### config.mk
export PLATFORM = sky130hd
export DESIGN_NAME = qracc_output_requant
export DESIGN_NICKNAME = d
export VERILOG_FILES = /design/src/rtl/qracc_output_requant.sv
export SDC_FILE = /design/constraint.sdc
export NUM_CORES = 2
export LEC_CHECK = 0
export BUFFER_PORTS_ARGS = -buffer_cell sky130_fd_sc_hd__buf_4
export CAP_MARGIN = 20
export CORE_AREA = 2 2 277 333
export CTS_CLUSTER_DIAMETER = 100
export DETAILED_ROUTE_END_ITERATION = 6
export DIE_AREA = 0 0 279 335
export PLACE_DENSITY = 0.81
export SYNTH_ARGS = -nofsm -noshare
export SYNTH_HDL_FRONTEND = slang
export SYNTH_SLANG_ARGS = --single-unit
### constraint.sdc
create_clock -name clk -period 43.8 [get_ports clk]
set_input_delay 10.95 -clock clk [delete_from_list [all_inputs] [get_ports clk]]
set_output_delay 10.95 -clock clk [all_outputs]
set_load 0.005 [all_outputs]
### src/rtl/qracc_output_requant.sv
`default_nettype none
// ============================================================================
// Module  : qracc_output_requant
// Purpose : Buffers accumulator vectors (2 entries), requantizes each lane
//           (rounded shift, ReLU, saturate) and streams fixed-width beats.
// Revision: 1.0 - initial release
// ============================================================================
module qracc_output_requant #(
    parameter int OUTPUT_ELEMENTS = 32,
    parameter int ACC_BITS        = 16,
    parameter int OUT_BITS        = 8,
    parameter int LANES_PER_BEAT  = 8,
    parameter int SHIFT_BITS      = 4,
    localparam int BEATS  = OUTPUT_ELEMENTS / LANES_PER_BEAT,
    localparam int BEAT_W = (BEATS > 1) ? $clog2(BEATS) : 1
) (
    input  logic                                 clk,
    input  logic                                 rst,
    input  logic [OUTPUT_ELEMENTS*ACC_BITS-1:0]  mac_data_i,
    input  logic                                 mac_valid_i,
    output logic                                 ready_o,
    input  logic [SHIFT_BITS-1:0]                shift_i,
    input  logic                                 relu_en_i,
    output logic [LANES_PER_BEAT*OUT_BITS-1:0]   data_o,
    output logic                                 valid_o,
    input  logic                                 ready_i,
    output logic [BEAT_W-1:0]                    beat_idx_o,
    output logic                                 last_o,
    output logic                                 overflow_o,
    input  logic                                 overflow_clr_i
);

    localparam logic [0:0] S_IDLE   = 1'b0;
    localparam logic [0:0] S_STREAM = 1'b1;

    localparam logic signed [ACC_BITS:0] c_sat_max = (ACC_BITS+1)'((1 << (OUT_BITS-1)) - 1);
    localparam logic signed [ACC_BITS:0] c_sat_min = ~c_sat_max;

    logic [OUTPUT_ELEMENTS*ACC_BITS-1:0] r_data  [2];
    logic [SHIFT_BITS-1:0]               r_shift [2];
    logic                                r_relu  [2];

    logic [1:0]        r_count;
    logic              r_wr_ptr;
    logic              r_rd_ptr;
    logic [BEAT_W-1:0] r_beat;
    logic [0:0]        r_state;
    logic              r_overflow;

    logic       w_last;
    logic       w_pop_last;
    logic       w_accept;
    logic       w_drop;
    logic [1:0] w_count_next;

    logic [OUTPUT_ELEMENTS*ACC_BITS-1:0] w_entry;
    logic [SHIFT_BITS-1:0]               w_shift;
    logic                                w_relu;
    logic [LANES_PER_BEAT*OUT_BITS-1:0]  w_beat;

    assign valid_o    = (r_state == S_STREAM);
    assign w_last     = (r_beat == BEAT_W'(BEATS-1));
    assign last_o     = valid_o && w_last;
    assign w_pop_last = valid_o && ready_i && w_last;
    // A vector leaving this cycle frees its slot for a simultaneous capture.
    assign w_accept   = mac_valid_i && ((r_count != 2'd2) || w_pop_last);
    assign w_drop     = mac_valid_i && (r_count == 2'd2) && !w_pop_last;
    assign w_count_next = r_count + {1'b0, w_accept} - {1'b0, w_pop_last};

    assign ready_o    = (r_count != 2'd2);
    assign beat_idx_o = r_beat;
    assign overflow_o = r_overflow;

    assign w_entry = r_data[r_rd_ptr];
    assign w_shift = r_shift[r_rd_ptr];
    assign w_relu  = r_relu[r_rd_ptr];

    generate
        for (genvar j = 0; j < LANES_PER_BEAT; j++) begin : g_lane
            logic signed [ACC_BITS-1:0] w_raw;
            logic signed [ACC_BITS:0]   w_round;
            logic signed [ACC_BITS:0]   w_sum;
            logic signed [ACC_BITS:0]   w_shr;
            logic signed [ACC_BITS:0]   w_rl;
            logic [OUT_BITS-1:0]        w_sat;

            assign w_raw   = w_entry[(32'(r_beat) * LANES_PER_BEAT + j) * ACC_BITS +: ACC_BITS];
            assign w_round = (w_shift == '0) ? '0 : ((ACC_BITS+1)'(1) << (w_shift - 1'b1));
            assign w_sum   = {w_raw[ACC_BITS-1], w_raw} + w_round;
            assign w_shr   = w_sum >>> w_shift;
            assign w_rl    = (w_relu && w_shr < 0) ? '0 : w_shr;
            assign w_sat   = (w_rl > c_sat_max) ? c_sat_max[OUT_BITS-1:0] :
                             (w_rl < c_sat_min) ? c_sat_min[OUT_BITS-1:0] :
                                                  w_rl[OUT_BITS-1:0];
            assign w_beat[j*OUT_BITS +: OUT_BITS] = w_sat;
        end
    endgenerate

    assign data_o = valid_o ? w_beat : '0;

    // Payload storage carries no reset; occupancy is tracked by r_count.
    always_ff @(posedge clk) begin
        if (w_accept) begin
            r_data[r_wr_ptr]  <= mac_data_i;
            r_shift[r_wr_ptr] <= shift_i;
            r_relu[r_wr_ptr]  <= relu_en_i;
        end
    end

    always_ff @(posedge clk) begin
        if (rst) begin
            r_count    <= 2'd0;
            r_wr_ptr   <= 1'b0;
            r_rd_ptr   <= 1'b0;
            r_beat     <= '0;
            r_state    <= S_IDLE;
            r_overflow <= 1'b0;
        end else begin
            r_count <= w_count_next;
            r_state <= (w_count_next != 2'd0) ? S_STREAM : S_IDLE;
            if (w_accept)
                r_wr_ptr <= ~r_wr_ptr;
            if (w_pop_last)
                r_rd_ptr <= ~r_rd_ptr;
            if (valid_o && ready_i)
                r_beat <= w_last ? '0 : r_beat + 1'b1;
            if (w_drop)
                r_overflow <= 1'b1;
            else if (overflow_clr_i)
                r_overflow <= 1'b0;
        end
    end

endmodule
`default_nettype wire

==> results.tsv <==
metric	value	unit
status	finished, final reports clean	
number of clock sinks	1043	
drt total wl	162000	um
crit start category	flop	
CTS H-tree lvls	3	
top-area cell type share of the netlist area	57.8	%
clock skew	0.0209	ns
Die Y	335	um
min-delay src	overflow_o	
Synth Flop Type	edfxtp_1	
Post-synth ARST share	0	%
WL per Instance	28.8	um
Post-CTS Setup Bufs	0	
cell accounting for the most synthesized area	edfxtp_1	
# Max-Cap Violations	0	
met2 usage	54.3	%
# port buffers	591	
final hold vios	0	
synth top area cells	edfxtp_1 58%, mux4_2 9.5%, mux2_2 3.0%	
post-CTS resize count	0	
gr busiest metal	met2	
RSZ-0062 raised after global routing	false	
Yosys cell types	116	
most frequent cell after synthesis	edfxtp_1	
Max Fclk	50.5	MHz
CTS Buf Count	97	
1st-pass router iterations	7	
initial core utilization	59.5	%
Area growth syn-to-layout	16.1	%
Critical Path Sink Type	output port	
DRC Markers	0	
min cycle time layout	19.81	ns
initial DRC count	4801	
Cell Area, Synth	53700	sq um
Slew Viols, Final	0	
syn_area_per_cell	14.0	sq um
Sum Neg Setup Slack	0	ns
Post-synth top cells	1034 x edfxtp_1, 238 x nor2_1, 236 x nand2_1	
vias post-DR	37700	
Tcrit/Tclk final	45.2	%
CTS Hold Buffers Added	0	
critical path peak fanout	56	
Syn. warnings	0	
Global Route Usage Sum	34.2	%
Core ar.	90400	sq um
setup violators final	0	
critical path class	flop to output port	
Hold Path Class	flop to flop	
first-pass GRT wire length	235000	um
final core occ	69.0	%
RR Startpoint	beat_idx_o[0]	
Worst-path clk slew	0.06	ns
worst slew pin tran	1.22	ns
CTS tree	done	
Peak supply drop	0.0480	mV
post-synthesis cell count	3830	
WP data required	32.85	ns
number of synthesized register bits	1043	
root buffer cell	clkbuf_16	
share of cells above drive strength 1	28.2	%
number of synthesized flops with an enable pin	1034	
sequential area share after synthesis	58.1	%
IO Pins	592	
met3 GRT Util	9.01	%
Die Wd	279	um
clk_lat worst skew	0.67	ns
Static Leak	22.4	nW
grt total ovfl	0	
met1 usage in global routing	44.2	%
post-detail-place hpwl	115000	um
P per Cell Area	42.5	nW/um^2
Worst Path Arrival	8.86	ns
num rows	121	
Final nets	5020	
Clock Path Buffers	3	
fillers	6141	
largest net degree at the start of global routing	84	
GPL Wtd Cong	1.03	
fin worst setup slack	23.99	ns
slew margin rel.	17.6	%
number of vias per cell	6.71	
antenna violations before repair	19	
ANT nets after route	0	
vias in the first global route	36900	
DP Worst Slack	24.90	ns
full die area	93500	sq um
-- sequential cells by signal, indices dropped and copies added (netlist names), named ones only --
name / count
r_count: 2
beat_idx_o: 2
overflow_o: 1
r_wr_ptr: 1
r_data: 1024
valid_o: 1
r_relu: 2
r_shift: 8
r_rd_ptr: 1
-- worst max-delay path, stage by stage, from the launching register on --
cell and delay [ns]:
dfxtp_4 0.84, mux2_4 0.67, buf_4 0.66, nand2_2 0.08, buf_4 0.30, nor2_1 0.71, buf_4 0.32, ha_1 0.19
inv_1 0.05, maj3_1 0.45, o311ai_2 0.50, a21oi_1 0.19, xnor2_1 0.38, a222oi_1 0.20, o21ai_1 0.31, a21oi_1 0.13
nor4bb_1 0.30, a31oi_1 0.14, o41a_1 0.46, o21ai_0 1.00, buf_4 0.26
-- cell families after synthesis --
logic type | synth area share (%)
simple gates | 7.50
xor+xnor | 1.70
compound gates | 12.6
mux | 14.7
flops | 58.1
fa+ha+maj | 2.99
other cells | 0.00698
buf+inv | 2.40
-- power breakdown --
part	switching, mW	internal [mW]
Combinational	0.392	0.243
Clock	0.355	0.463
Sequential	0.0188	1.18
-- through the flow --
stage	hold WS (ns)	cell area [sq um]	total power, mW	instances
2_1_floorplan	0.472	53800	1.65	3837
3_3_place_gp	0.467	59300	1.82	5445
3_5_place_dp	0.482	59300	1.83	5446
4_1_cts	0.498	62300	2.64	5613
5_1_grt	0.530	62400	2.74	5626
6_report	0.489	62400	2.65	5627
-- area by class of cell --
class / instances / area [sq um] / area share (%)
multi-input combinational: 2512 / 21300 / 34.2
tap: 1168 / 1460 / 2.34
inverter: 53 / 199 / 0.319
sequential: 1043 / 31200 / 50.1
timing repair buffer: 670 / 5070 / 8.12
clock buffer: 119 / 2530 / 4.06
antenna: 14 / 35.0 / 0.0562
clock inverter: 48 / 524 / 0.840
-- per-layer routing --
layer | vias up | share of wire (%)
met1 | 18600 | 37
met2 | 2204 | 48
met5 | - | 0.027
met3 | 373 | 10
met4 | 8 | 4.9
li1 | 16500 | -
-- final timing paths --
path	to	slack, ns	depth (start not counted)
hold reg to reg	overflow_o	0.49	2
setup reg to reg	r_data[1][488]	38.23	9
hold / removal	overflow_o	0.49	2
setup / recovery	data_o[16]	23.99	20
-- cell usage in the layout, fill, tap and decap left out, types with 15 or more instances in the layout --
cell type  Yosys  routed
edfxtp_1    1034    1034
buf_4          9     667
nand2_1      236     233
nor2_1       238     232
mux4_2       227     227
a21oi_1      219     219
o21ai_0      178     178
mux2_2       141     140
ha_1         121     121
clkbuf_16      0      98
a21o_1        89      89
mux2i_1       81      80
xnor2_1       74      74
nand3_1       68      68
a211oi_1      55      54
inv_1         53      53
nor3_1        51      51
o211ai_1      38      38
a31oi_1       36      36
o22ai_1       31      31
nand4_1       31      31
and2_1        31      31
xor2_1        30      30
nand2b_1      26      26
o21a_1        26      26
and3_1        26      26
a221oi_1      21      21
clkbuf_1     148      21
nor2b_1       20      20
o31ai_1       20      20
nor4_1        20      20
or3_1         19      19
o221ai_1      17      17
a22oi_1       16      16
clkinv_1       0      16
o21bai_1      15      15
o21ai_1       15      15
No activity file was read; power rests on OpenSTA's default activity.
